[src/rtl/hnf_mshr_excl_monitor_lru_pkg.sv]
// Shared widths, CHI-E request opcodes and opcode-class helpers for the HN-F exclusive monitor.
package hnf_mshr_excl_monitor_lru_pkg;

  localparam int SRCID_W  = 11;
  localparam int OPCODE_W = 7;
  localparam int ADDR_W   = 52;
  localparam int NS_W     = 1;
  localparam int LPID_W   = 5;
  localparam int EXCL_W   = 1;

  localparam logic [OPCODE_W-1:0] OP_READ_CLEAN       = 7'h02;
  localparam logic [OPCODE_W-1:0] OP_READ_NO_SNP      = 7'h04;
  localparam logic [OPCODE_W-1:0] OP_CLEAN_UNIQUE     = 7'h0B;
  localparam logic [OPCODE_W-1:0] OP_MAKE_UNIQUE      = 7'h0C;
  localparam logic [OPCODE_W-1:0] OP_WRITE_CLEAN_FULL = 7'h17;
  localparam logic [OPCODE_W-1:0] OP_WRITE_UNIQ_PTL   = 7'h18;
  localparam logic [OPCODE_W-1:0] OP_WRITE_UNIQ_FULL  = 7'h19;
  localparam logic [OPCODE_W-1:0] OP_WRITE_BACK_PTL   = 7'h1A;
  localparam logic [OPCODE_W-1:0] OP_WRITE_BACK_FULL  = 7'h1B;
  localparam logic [OPCODE_W-1:0] OP_WRITE_NOSNP_PTL  = 7'h1C;
  localparam logic [OPCODE_W-1:0] OP_WRITE_NOSNP_FULL = 7'h1D;
  localparam logic [OPCODE_W-1:0] OP_READ_NSD         = 7'h26;

  typedef enum logic [1:0] {
    REQ_NONE,
    REQ_XLD,
    REQ_XST,
    REQ_NXW
  } req_class_e;

  function automatic logic is_xld_op(input logic [OPCODE_W-1:0] op);
    return (op == OP_READ_NO_SNP) || (op == OP_READ_NSD) || (op == OP_READ_CLEAN);
  endfunction

  function automatic logic is_xst_op(input logic [OPCODE_W-1:0] op);
    return (op == OP_WRITE_NOSNP_FULL) || (op == OP_WRITE_NOSNP_PTL) || (op == OP_CLEAN_UNIQUE);
  endfunction

  function automatic logic is_nxw_op(input logic [OPCODE_W-1:0] op);
    return (op == OP_WRITE_NOSNP_FULL) || (op == OP_WRITE_NOSNP_PTL) ||
           (op == OP_WRITE_UNIQ_FULL)  || (op == OP_WRITE_UNIQ_PTL)  ||
           (op == OP_WRITE_BACK_FULL)  || (op == OP_WRITE_BACK_PTL)  ||
           (op == OP_WRITE_CLEAN_FULL) || (op == OP_MAKE_UNIQUE);
  endfunction

  function automatic req_class_e classify(input logic req, input logic excl,
                                          input logic [OPCODE_W-1:0] op);
    if (!req)                          return REQ_NONE;
    else if (excl && is_xld_op(op))    return REQ_XLD;
    else if (excl && is_xst_op(op))    return REQ_XST;
    else if (!excl && is_nxw_op(op))   return REQ_NXW;
    else                               return REQ_NONE;
  endfunction

endpackage

[src/rtl/hnf_mshr_excl_monitor_lru_age.sv]
// Per-entry LRU rank registers: touch/allocate update, victim (oldest) index and full flag.
module hnf_mshr_excl_monitor_lru_age
  import hnf_mshr_excl_monitor_lru_pkg::*;
#(
  parameter int N     = 16,
  parameter int AGE_W = $clog2(N)
) (
  input  logic             clk,
  input  logic             rst,
  input  logic [N-1:0]     valid_i,
  input  logic             upd_en_i,
  input  logic             upd_alloc_i,
  input  logic [AGE_W-1:0] upd_idx_i,
  output logic [AGE_W-1:0] victim_idx_o,
  output logic             full_o
);

  logic [AGE_W-1:0] age_q [N];
  logic [AGE_W-1:0] age_d [N];
  logic [N-1:0]     used;
  logic [AGE_W-1:0] gap;
  logic [AGE_W-1:0] thr;

  // Ranks occupied by valid entries; the lowest unused rank bounds the shift on allocation,
  // which keeps ranks unique even when invalidations have left gaps.
  always_comb begin
    used = '0;
    for (int v = 0; v < N; v++) begin
      for (int j = 0; j < N; j++) begin
        if (valid_i[j] && (age_q[j] == AGE_W'(v))) used[v] = 1'b1;
      end
    end
    gap = '0;
    for (int v = N - 1; v >= 0; v--) begin
      if (!used[v]) gap = AGE_W'(v);
    end
  end

  always_comb begin
    thr = upd_alloc_i ? gap : age_q[upd_idx_i];
    for (int j = 0; j < N; j++) begin
      age_d[j] = age_q[j];
      if (upd_en_i) begin
        if (upd_idx_i == AGE_W'(j)) age_d[j] = '0;
        else if (valid_i[j] && (age_q[j] < thr)) age_d[j] = age_q[j] + 1'b1;
      end
    end
  end

  always_comb begin
    victim_idx_o = '0;
    for (int j = 0; j < N; j++) begin
      if (valid_i[j] && (age_q[j] == AGE_W'(N - 1))) victim_idx_o = AGE_W'(j);
    end
    full_o = &valid_i;
  end

  always_ff @(posedge clk) begin
    if (rst) begin
      for (int j = 0; j < N; j++) age_q[j] <= '0;
    end else begin
      for (int j = 0; j < N; j++) age_q[j] <= age_d[j];
    end
  end

endmodule

[src/rtl/hnf_mshr_excl_monitor_lru.sv]
// HN-F global exclusive monitor: one (addr granule, NS) reservation per (SrcID, LPID),
// LRU replacement on overflow, registered s1 pass/fail/evict pulses and occupancy.
module hnf_mshr_excl_monitor_lru
  import hnf_mshr_excl_monitor_lru_pkg::*;
#(
  parameter int EXCL_ENTRY_NUM = 16,
  parameter int GRANULE_OFFSET = 6
) (
  input  logic                                  clk,
  input  logic                                  rst,
  input  logic                                  mshr_alloc_en_s0,
  input  logic                                  li_mshr_rxreq_valid_s0,
  input  logic [SRCID_W-1:0]                    li_mshr_rxreq_srcid_s0,
  input  logic [OPCODE_W-1:0]                   li_mshr_rxreq_opcode_s0,
  input  logic [ADDR_W-1:0]                     li_mshr_rxreq_addr_s0,
  input  logic [NS_W-1:0]                       li_mshr_rxreq_ns_s0,
  input  logic [LPID_W-1:0]                     li_mshr_rxreq_lpid_s0,
  input  logic [EXCL_W-1:0]                     li_mshr_rxreq_excl_s0,
  input  logic                                  excl_flush_i,
  output logic                                  excl_pass_s1,
  output logic                                  excl_fail_s1,
  output logic                                  excl_evict_s1,
  output logic [$clog2(EXCL_ENTRY_NUM+1)-1:0]   excl_occupancy
);

  localparam int N      = EXCL_ENTRY_NUM;
  localparam int AGE_W  = $clog2(N);
  localparam int IDX_W  = AGE_W;
  localparam int OCC_W  = $clog2(N + 1);
  localparam int GADDR_W = ADDR_W - GRANULE_OFFSET;

  logic [N-1:0]         valid_q, valid_d;
  logic [SRCID_W-1:0]   srcid_q [N];
  logic [LPID_W-1:0]    lpid_q  [N];
  logic [GADDR_W-1:0]   gaddr_q [N];
  logic [NS_W-1:0]      ns_q    [N];

  logic                 pass_d, fail_d, evict_d;
  logic                 pass_q, fail_q, evict_q;
  logic [OCC_W-1:0]     occ_d, occ_q;

  logic                 req;
  req_class_e           req_cls;
  logic                 is_cu;
  logic [GADDR_W-1:0]   req_gaddr;
  logic [N-1:0]         lp_hit, am_hit;
  logic                 lp_any, st_hit;
  logic [IDX_W-1:0]     lp_idx, free_idx;
  logic [IDX_W-1:0]     victim_idx;
  logic                 full;
  logic                 arm;
  logic                 wr_en;
  logic [IDX_W-1:0]     wr_idx;
  logic                 upd_en, upd_alloc;
  logic                 unused_addr_lsb;

  assign unused_addr_lsb = ^li_mshr_rxreq_addr_s0[GRANULE_OFFSET-1:0];

  assign req       = li_mshr_rxreq_valid_s0 & mshr_alloc_en_s0;
  assign req_cls   = classify(req, li_mshr_rxreq_excl_s0[0], li_mshr_rxreq_opcode_s0);
  assign is_cu     = (li_mshr_rxreq_opcode_s0 == OP_CLEAN_UNIQUE);
  assign req_gaddr = li_mshr_rxreq_addr_s0[ADDR_W-1:GRANULE_OFFSET];

  always_comb begin
    lp_idx   = '0;
    free_idx = '0;
    for (int i = 0; i < N; i++) begin
      lp_hit[i] = valid_q[i] && (srcid_q[i] == li_mshr_rxreq_srcid_s0) &&
                  (lpid_q[i] == li_mshr_rxreq_lpid_s0);
      am_hit[i] = valid_q[i] && (gaddr_q[i] == req_gaddr) && (ns_q[i] == li_mshr_rxreq_ns_s0);
    end
    for (int i = N - 1; i >= 0; i--) begin
      if (lp_hit[i])   lp_idx   = IDX_W'(i);
      if (!valid_q[i]) free_idx = IDX_W'(i);
    end
    lp_any = |lp_hit;
    st_hit = |(lp_hit & am_hit);
  end

  // Flush wins over everything: exclusive loads still pass and stores fail, but nothing is recorded.
  always_comb begin
    valid_d   = valid_q;
    pass_d    = 1'b0;
    fail_d    = 1'b0;
    evict_d   = 1'b0;
    arm       = 1'b0;
    wr_en     = 1'b0;
    wr_idx    = '0;
    upd_en    = 1'b0;
    upd_alloc = 1'b0;
    if (excl_flush_i) begin
      valid_d = '0;
      pass_d  = (req_cls == REQ_XLD);
      fail_d  = (req_cls == REQ_XST);
    end else begin
      case (req_cls)
        REQ_XLD: begin
          pass_d = 1'b1;
          arm    = 1'b1;
        end
        REQ_XST: begin
          if (st_hit) begin
            pass_d  = 1'b1;
            valid_d = valid_q & ~am_hit;
          end else begin
            fail_d = 1'b1;
            if (is_cu)       arm = 1'b1;
            else if (lp_any) valid_d[lp_idx] = 1'b0;
          end
        end
        REQ_NXW: valid_d = valid_q & ~am_hit;
        default: ;
      endcase
      if (arm) begin
        wr_en  = 1'b1;
        upd_en = 1'b1;
        if (lp_any) begin
          wr_idx = lp_idx;
        end else if (!full) begin
          wr_idx    = free_idx;
          upd_alloc = 1'b1;
        end else begin
          wr_idx  = victim_idx;
          evict_d = 1'b1;
        end
        valid_d[wr_idx] = 1'b1;
      end
    end
  end

  always_comb begin
    occ_d = '0;
    for (int i = 0; i < N; i++) occ_d = occ_d + OCC_W'(valid_d[i]);
  end

  hnf_mshr_excl_monitor_lru_age #(
    .N     (N),
    .AGE_W (AGE_W)
  ) u_age (
    .clk          (clk),
    .rst          (rst),
    .valid_i      (valid_q),
    .upd_en_i     (upd_en),
    .upd_alloc_i  (upd_alloc),
    .upd_idx_i    (wr_idx),
    .victim_idx_o (victim_idx),
    .full_o       (full)
  );

  always_ff @(posedge clk) begin
    if (rst) begin
      valid_q <= '0;
      pass_q  <= 1'b0;
      fail_q  <= 1'b0;
      evict_q <= 1'b0;
      occ_q   <= '0;
      for (int i = 0; i < N; i++) begin
        srcid_q[i] <= '0;
        lpid_q[i]  <= '0;
        gaddr_q[i] <= '0;
        ns_q[i]    <= '0;
      end
    end else begin
      valid_q <= valid_d;
      pass_q  <= pass_d;
      fail_q  <= fail_d;
      evict_q <= evict_d;
      occ_q   <= occ_d;
      if (wr_en) begin
        srcid_q[wr_idx] <= li_mshr_rxreq_srcid_s0;
        lpid_q[wr_idx]  <= li_mshr_rxreq_lpid_s0;
        gaddr_q[wr_idx] <= req_gaddr;
        ns_q[wr_idx]    <= li_mshr_rxreq_ns_s0;
      end
    end
  end

  assign excl_pass_s1   = pass_q;
  assign excl_fail_s1   = fail_q;
  assign excl_evict_s1  = evict_q;
  assign excl_occupancy = occ_q;

`ifdef DISPLAY_FATAL
  always_ff @(posedge clk) begin
    if (!rst) begin
      if (req && li_mshr_rxreq_excl_s0[0] &&
          !(is_xld_op(li_mshr_rxreq_opcode_s0) || is_xst_op(li_mshr_rxreq_opcode_s0)))
        $fatal(1, "exclusive request with unsupported opcode %0h", li_mshr_rxreq_opcode_s0);
      for (int i = 0; i < N; i++) begin
        for (int j = i + 1; j < N; j++) begin
          if (valid_q[i] && valid_q[j] && (srcid_q[i] == srcid_q[j]) && (lpid_q[i] == lpid_q[j]))
            $fatal(1, "entries %0d and %0d share the same SrcID/LPID", i, j);
        end
      end
    end
  end
`endif

endmodule

[config.mk]
export PLATFORM = sky130hd
export DESIGN_NAME = hnf_mshr_excl_monitor_lru
export DESIGN_NICKNAME = d
export VERILOG_FILES = /design/src/rtl/hnf_mshr_excl_monitor_lru_pkg.sv /design/src/rtl/hnf_mshr_excl_monitor_lru_age.sv /design/src/rtl/hnf_mshr_excl_monitor_lru.sv
export SDC_FILE = /design/constraint.sdc
export NUM_CORES = 2
export LEC_CHECK = 0
export ABC_AREA = 1
export BUFFER_PORTS_ARGS = -buffer_cell sky130_fd_sc_hd__buf_4
export CORE_MARGIN = 2
export CORE_UTILIZATION = 40
export DETAILED_ROUTE_END_ITERATION = 16
export GPL_TIMING_DRIVEN = 0
export PLACE_DENSITY = 0.68
export SETUP_SLACK_MARGIN = 0.4
export SLEW_MARGIN = 10
export SYNTH_ARGS = -nofsm -noshare
export SYNTH_HDL_FRONTEND = slang
export SYNTH_SLANG_ARGS = --single-unit
[constraint.sdc]
create_clock -name clk -period 5.79 [get_ports clk]
set_clock_uncertainty 0.1 [all_clocks]
set_input_delay 0.579 -clock clk [delete_from_list [all_inputs] [get_ports clk]]
set_output_delay 0.579 -clock clk [all_outputs]
set_load 0.05 [all_outputs]
# Yosys cells after proc, flatten, opt, wreduce, memory -nomap -nowiden

Memory sizes are Yosys's and may differ from the RTL's.
Index checks and enable logic that the tools add are counted.

Flip-flop bits (word level): 24
RAM bits: 1072
Bits of input ports: 82
Memories: 5

Add/sub/neg operators: 31
$lt $le $gt $ge: 20
Equal/unequal tests: 334
Mux-type cells: 440
Bitwise gates (word level): 24
Reductions and logical operators: 377

Memory list:

| name        | words | bits a word | read ports | clocked after memory_dff | write ports | RTL line                            | RTL |
|---|---|---|---|---|---|---|---|
| gaddr_q     | 16    | 46          | 16         | 0                        | 16          | hnf_mshr_excl_monitor_lru.sv:35     | `logic [GADDR_W-1:0] gaddr_q [N];` |
| srcid_q     | 16    | 11          | 16         | 0                        | 16          | hnf_mshr_excl_monitor_lru.sv:33     | `logic [SRCID_W-1:0] srcid_q [N];` |
| lpid_q      | 16    | 5           | 16         | 0                        | 16          | hnf_mshr_excl_monitor_lru.sv:34     | `logic [LPID_W-1:0] lpid_q [N];` |
| u_age.age_q | 16    | 4           | 17         | 0                        | 16          | hnf_mshr_excl_monitor_lru_age.sv:18 | `logic [AGE_W-1:0] age_q [N];` |
| ns_q        | 16    | 1           | 16         | 0                        | 16          | hnf_mshr_excl_monitor_lru.sv:36     | `logic [NS_W-1:0] ns_q [N];` |

Operators with widths:

| operator            | number |
|---|---|
| $eq 46x46->1        | 16 |
| $eq 4x4->1 const B  | 136 |
| $mux 4              | 131 |
| $logic_and 1x1->1   | 341 |
| $mux 1              | 285 |
| $eq 4x3->1 const B  | 68 |
| $eq 11x11->1        | 16 |
| $eq 4x2->1 const B  | 34 |
| $mux 16             | 6 |
| $eq 5x5->1          | 16 |
| $eq 4x1->1 const B  | 17 |
| $logic_not 4->1     | 17 |
| $add 4x1->4 const B | 16 |
| $lt 4x4->1          | 16 |
| $add 5x1->5         | 11 |
| $eq 7x5->1 const B  | 7 |
| $and 16x16->16      | 3 |
| $mux 46             | 1 |
| $reduce_or 46->1    | 1 |
| $not 16->16         | 2 |
| $pmux 16 s2         | 1 |
| $reduce_or 16->1    | 2 |
| $reduce_or 19->1    | 1 |
| $eq 1x1->1          | 16 |
| 28 further kinds    | 66 |

# Logic depth before layout (Yosys ltp)

An unclocked memory read counts as a cell.

Depth after elaboration: 49
Mapped depth: 46

# Modules after synthesis

From an unflattened synthesis, not the netlist that was laid out.

Cell total of the unflattened synthesis: 8616
Area total of the unflattened synthesis: 68334.3 um^2

Modules (own cells, without submodules):

| module                        | times used | cells an instance | area each (um^2) | seq. area each (um^2) |
|---|---|---|---|---|
| hnf_mshr_excl_monitor_lru     | 1          | 7102              | 59676.0          | 30749.5 |
| hnf_mshr_excl_monitor_lru_age | 1          | 1514              | 8658.3           | 1281.2 |

# Worst setup path before layout

Ideal clock, no wire load.

Path type: input to register
Start: input li_mshr_rxreq_lpid_s0[0]
End: register occ_q[4] (netlist: excl_occupancy[4])
Library setup time: 0.128 ns
Data arrival time: 5.950 ns
Slack: -0.387 ns
Stages on the path: 37
Cells stage by stage: buf_4 > clkinv_2 > buf_6 > buf_6 > o22ai_1 > nor3_1 > nand4_2 > nand2_1 > nand2_1 > nand2_1 > nand2_1 > nand2_1 > nand2_1 > nand2_1 > nand2_1 > nand2_2 > nand2_4 > nand2_2 > nand2_2 > a21oi_1 > nand2_1 > inv_1 > clkbuf_1 > nand2_1 > nand2_1 > fa_1 > inv_1 > fa_1 > fa_1 > fa_1 > inv_1 > ha_1 > fa_1 > nand2_1 > inv_1 > o21ai_0 > nor2_1

RTL lines:

| element                                                        | RTL line                         | RTL |
|---|---|---|
| start: declaration                                             | hnf_mshr_excl_monitor_lru.sv:17  | `input logic [LPID_W-1:0] li_mshr_rxreq_lpid_s0,` |
| $eq 5x5->1                                                     | hnf_mshr_excl_monitor_lru.sv:69  | `(lpid_q[i] == li_mshr_rxreq_lpid_s0);` |
| $logic_and 1x1->1                                              | hnf_mshr_excl_monitor_lru.sv:68  | `lp_hit[i] = valid_q[i] && (srcid_q[i] == li_mshr_rxreq_srcid_s0) &&` |
| $mux 4 (16 in series)                                          | hnf_mshr_excl_monitor_lru.sv:73  | `if (lp_hit[i]) lp_idx = IDX_W'(i);` |
| $lt 4x5->1 (implied by the code) or $ge 4x1->1 (tied branches) | hnf_mshr_excl_monitor_lru.sv:108 | `else if (lp_any) valid_d[lp_idx] = 1'b0;` |
| $logic_and 1x1->1 (implied by the code)                        | hnf_mshr_excl_monitor_lru.sv:108 |  |
| $mux 1 (implied by the code)                                   | hnf_mshr_excl_monitor_lru.sv:108 |  |
| $demux 1 s4                                                    | hnf_mshr_excl_monitor_lru.sv:108 |  |
| $not 16->16 (no line)                                          | --                               |  |
| (+3 left out)                                                  | --                               |  |
| $mux 16                                                        | hnf_mshr_excl_monitor_lru.sv:102 | `if (st_hit) begin` |
| $pmux 16 s2                                                    | hnf_mshr_excl_monitor_lru.sv:96  | `case (req_cls)` |
| $mux 16                                                        | hnf_mshr_excl_monitor_lru.sv:91  | `if (excl_flush_i) begin` |
| $or 16x16->16 (no line)                                        | --                               |  |
| $mux 16 *                                                      | hnf_mshr_excl_monitor_lru.sv:114 | `if (arm) begin` |
| $mux 16 *                                                      | hnf_mshr_excl_monitor_lru.sv:91  |  |
| named net valid_d[5]                                           | hnf_mshr_excl_monitor_lru.sv:32  | `logic [N-1:0] valid_q, valid_d;` |
| $add 5x1->5 * (11 in series)                                   | hnf_mshr_excl_monitor_lru.sv:133 | `for (int i = 0; i < N; i++) occ_d = occ_d + OCC_W'(valid_d[i]);` |
| end signal: assignment                                         | hnf_mshr_excl_monitor_lru.sv:156 | `occ_q <= '0;` |
| end signal: assignment                                         | hnf_mshr_excl_monitor_lru.sv:168 | `occ_q <= occ_d;` |
| end: declaration                                               | hnf_mshr_excl_monitor_lru.sv:40  | `logic [OCC_W-1:0] occ_d, occ_q;` |

Mark *: on every way through the listed nets, which the timed path passes. The rest lies on a longest branch. The select of a mux whose other input is x is not followed.
A chain may end at the register's enable or synchronous reset.

# Final worst setup path

Start: input li_mshr_rxreq_lpid_s0[0]
End: register occ_q[3] (netlist: excl_occupancy[3])

Longest elaborated chain between the ends: 47

RTL lines:

| element                                                        | RTL line |
|---|---|
| $eq 5x5->1                                                     | hnf_mshr_excl_monitor_lru.sv:69 |
| $logic_and 1x1->1                                              | hnf_mshr_excl_monitor_lru.sv:68 |
| $mux 4 (16 in series)                                          | hnf_mshr_excl_monitor_lru.sv:73 |
| $lt 4x5->1 (implied by the code) or $ge 4x1->1 (tied branches) | hnf_mshr_excl_monitor_lru.sv:108 |
| $logic_and 1x1->1 (implied by the code)                        | hnf_mshr_excl_monitor_lru.sv:108 |
| $mux 1 (implied by the code)                                   | hnf_mshr_excl_monitor_lru.sv:108 |
| $demux 1 s4                                                    | hnf_mshr_excl_monitor_lru.sv:108 |
| $not 16->16 (no line)                                          | -- |
| (+7 left out)                                                  | -- |
| $mux 16 *                                                      | hnf_mshr_excl_monitor_lru.sv:114 |
| $mux 16 *                                                      | hnf_mshr_excl_monitor_lru.sv:91 |
| named net valid_d[1]                                           | hnf_mshr_excl_monitor_lru.sv:32 |
| $add 1x1->2 *                                                  | hnf_mshr_excl_monitor_lru.sv:133 |
| $add 2x1->3 *                                                  | hnf_mshr_excl_monitor_lru.sv:133 |
| $add 3x1->4 *                                                  | hnf_mshr_excl_monitor_lru.sv:133 |
| $add 4x1->5 *                                                  | hnf_mshr_excl_monitor_lru.sv:133 |
| $add 5x1->5 * (11 in series)                                   | hnf_mshr_excl_monitor_lru.sv:133 |

Marked as above.

==> metrics.md <==
| Metric | Value |
|---|---|
| Status | complete, but fails checks |
| Failing checks | capacitance limit, slew limit, setup timing |
| Critical path endpoint category | register |
| Arr. time, crit path | approximately 7.1 ns |
| Final std cells w/o fill | around 9600 |
| Avg Vias per Cell | around 6.4 |
| Clk_lat worst skew | 0.82 ns |
| Multi-input gate area | between 20000 and 30000 um^2 |
| Clock Sinks | ~1100 |
| DRC | 0 |
| Register area | roughly 32000 um^2 |
| Y dimension of the die | 395.2 um |
| P_leak | roughly 0.029 uW |
| Hold Crit Depth | 4 |
| Routed length per instance | approximately 39 um |
| MaxCap Viol Count | 2 |
| Final-stage net count | 7601 |
| Maximum VDD drop | between 0.3 and 0.4 mV |
| Placed insts | between 9000 and 10000 |
| GR Util All Layers | a little under half |
| Main synth FF type | edfxtp_1 |
| R2R Path End | excl_occupancy[3] |
| Achievable Freq | between 0.15 and 0.2 GHz |
| Post-Syn Area | ~61000 um^2 |
| Post-synthesis cell type count | between 70 and 80 |
| Mux contribution to synthesized area | 0% |
| Layout cells sized above 1 | between 10% and 20% |
| Net Count, Synth | between 7000 and 8000 |
| PortBufs | 42 |
| Worst slew pin tran | between 1.5 and 2 ns |
| Final setup margin | -0.7179 ns |
| Layout area overhead | 20.28% |
| Most frequent cells in the layout | 1592 x nor2_1, 1172 x nand2_1, 1008 x edfxtp_1, 455 x inv_1, 267 x o21ai_0 |
| Initial antenna violation count | 40 |
| Compound-cell area share of the yosys netlist | 8.985% |
| Tightest Hold Check Type | in2reg |
| Beginning of the worst hold path | rst |
| Cell Pwr Density | about 270 nW/um^2 |
| Largest family of logic cells by synthesized area | simple AND/OR/NAND/NOR gates |
| Synth Area in Adders | 2.780% |
| Hold EP | excl_evict_s1 |
| Synth Area in Simple Gates | approximately 25% |
| RSZ-0062 raised after global routing | true |
| Mean Syn Cell Area | ~8.7 um^2 |
| Required @ worst endpoint | 6.37 ns |
| DR iter-0 viols | roughly 11000 |
| Final period util | 112.4% |
| CTS tree | built |
| DP Wirelength | between 200000 and 300000 um |
| H-tree depth | 4 |
| Max stage delay on crit path | between 0.5 and 0.6 ns |
| Final ANT Viol Nets | 0 |
| Post-synthesis async set-or-reset flop share | 0% |
| Final Hold Fails | 0 |
| R2R Path Start | valid_q[12] |
| Yosys warnings | 0 |
| Slew HR | -7.732% |
| Register-to-register setup slack | -0.70 ns |
| First-pass GRT wire length | about 490000 um |
| Pre-Repair DR Iteration Count | 7 |
| Total Power | approximately 20000 uW |
| Synth Instances | a little over 7000 |
| Number of global-route vias before repair | roughly 55000 |
| Xor/xnor share of the synthesized area | 3.721% |
| Clock tree buffer depth | 3 |
| Die width | 395.2 um |
| DR vias | 60822 |
| Crit path launch type | input port |
| Core area | 151900 um^2 |
| Final setup fails | 5 |
| Starting Density | between 40% and 50% |
| # IOs | 90 |
| Fillers | 14694 |
| Synth Register Bits | around 1100 |
| Largest net degree at the start of global routing | 64 |
| Most common cell on crit path | nand3_1 |
| R2R cell count | 24 |
| Most common cell after layout, fill and taps aside | nor2_1 |
| CTS root buffer | clkbuf_16 |
| GPL Wtd Cong | 1.074 |
| Critical path peak fanout | 10 |
| Pre-CTS setup slack | -3.343 ns |
| Total CTS buffers | ~140 |
| Max-slew violations | 21 |
| Reg clk slew, reported paths | 0.06 ns |
| Post-synth EDFFs | 1008 |
| Critical path type | in2reg |
| # rows | between 100 and 150 |
| Minimum clock period | 6.508 ns |
| CP max-delay cell | fa_1 |
| Seq/Total Area, Yosys | between 50% and 60% |
| WL final | 374900 um |
| Die ar. | around 160000 um^2 |
| GRT overflow | 0 |
## where the power goes
group          total (uW)  switching [uW]  internal, uW
combinational        2350            1830           520
clock                8880            3880          5000
sequential           9010             156          8860
total               20200            5860         14400
## sequential cells by signal, summed over array words and instances, names as in the netlist
name,cells
ns_q,16
excl_pass_s1,1
excl_fail_s1,1
u_age.age_q,64
valid_q,16
lpid_q,80
srcid_q,176
excl_occupancy,5
gaddr_q,736
excl_evict_s1,1
## layer usage
layer / wire length, um / up-vias / GRT usage, %
li1: - / 24676 / -
met1: 133100 / 29690 / 57.59
met2: 156400 / 5104 / 67.67
met3: 50230 / 1330 / 14.55
met4: 35010 / 22 / 34.54
met5: 188 / - / 0
## metrics by stage
step / util [%] / TNS (ns) / hold WS, ns / area, um^2
6_report: 48.46 / -3.008 / 0.2179 / 73620
3_3_place_gp: 42.26 / -4915.93 / 0.3934 / 64200
3_5_place_dp: 42.77 / -1922.93 / 0.3981 / 64970
4_1_cts: 46.98 / -4.085 / 0.2554 / 71360
2_1_floorplan: - / 0 / 0.3731 / 61340
5_1_grt: 48.42 / -3.486 / 0.2142 / 73550
## Yosys cell counts, types with 88 or more instances
master / count / area share, %
nand4_1: 168 / 1.7
nor3_1: 128 / 1.0
nor4_1: 106 / 1.1
o22ai_1: 211 / 2.2
xnor2_1: 100 / 1.4
inv_1: 492 / 3.0
nand2_1: 1243 / 7.6
o21ai_0: 292 / 2.4
buf_2: 97 / 0.79
nor2_1: 1654 / 10
xor2_1: 160 / 2.3
dfxtp_1: 88 / 2.9
a21oi_1: 114 / 0.93
ha_1: 120 / 2.5
edfxtp_1: 1008 / 49
clkbuf_1: 286 / 1.8
nand3_1: 190 / 1.6
## worst max path at each step
stage | startpoint | cells past startpoint | slack, ns | to
detailed placement | li_mshr_rxreq_addr_s0[25] | 34 | -3.34 | u_age.age_q[1][2]
floorplan | li_mshr_rxreq_srcid_s0[7] | 37 | 0.02 | excl_occupancy[4]
CTS | valid_q[15] | 41 | -0.58 | excl_occupancy[4]
finish | li_mshr_rxreq_lpid_s0[0] | 29 | -0.72 | excl_occupancy[3]
global placement | li_mshr_rxreq_addr_s0[32] | 23 | -4.56 | srcid_q[3][1]
global route | srcid_q[15][4] | 42 | -0.80 | excl_occupancy[4]
## critical path: cells and delay by family
| kind | cells | cell delay, ns |
|---|---|---|
| buffers and inverters | 7 | 1.16 |
| adders and majority gates | 5 | 1.98 |
| and+or+nand+nor | 12 | 2.50 |
| AOI/OAI and AO/OA | 5 | 0.86 |
## what timing repair did
action                                  in CTS  in global routing
buffers inserted                            54                 81
hold buffers                                 0                  0
gates resized for setup                    457                337
cloned                                       0                  3
endpoints found under the setup margin    2085                311
pin swaps                                   35                107
## logic make-up after synthesis
logic type                 count (synthesis)
adders and majority gates                130
and+or+nand+nor                         3683
xor gates and xnor gates                 260
AOI/OAI and AO/OA                        887
DFF                                     1096
buffers and inverters                    995
## layout make-up
class | count | area share (%)
inverter | 556 | 3.058
timing repair buffer | 201 | 2.911
clock inverter | 78 | 1.118
clock buffer | 172 | 4.905
sequential | 1096 | 43.54
antenna | 35 | 0.1190
tap | 2030 | 3.450
multi-input combinational | 4960 | 36.79
buffer | 439 | 4.103
Power figures use the tool's default switching activity.
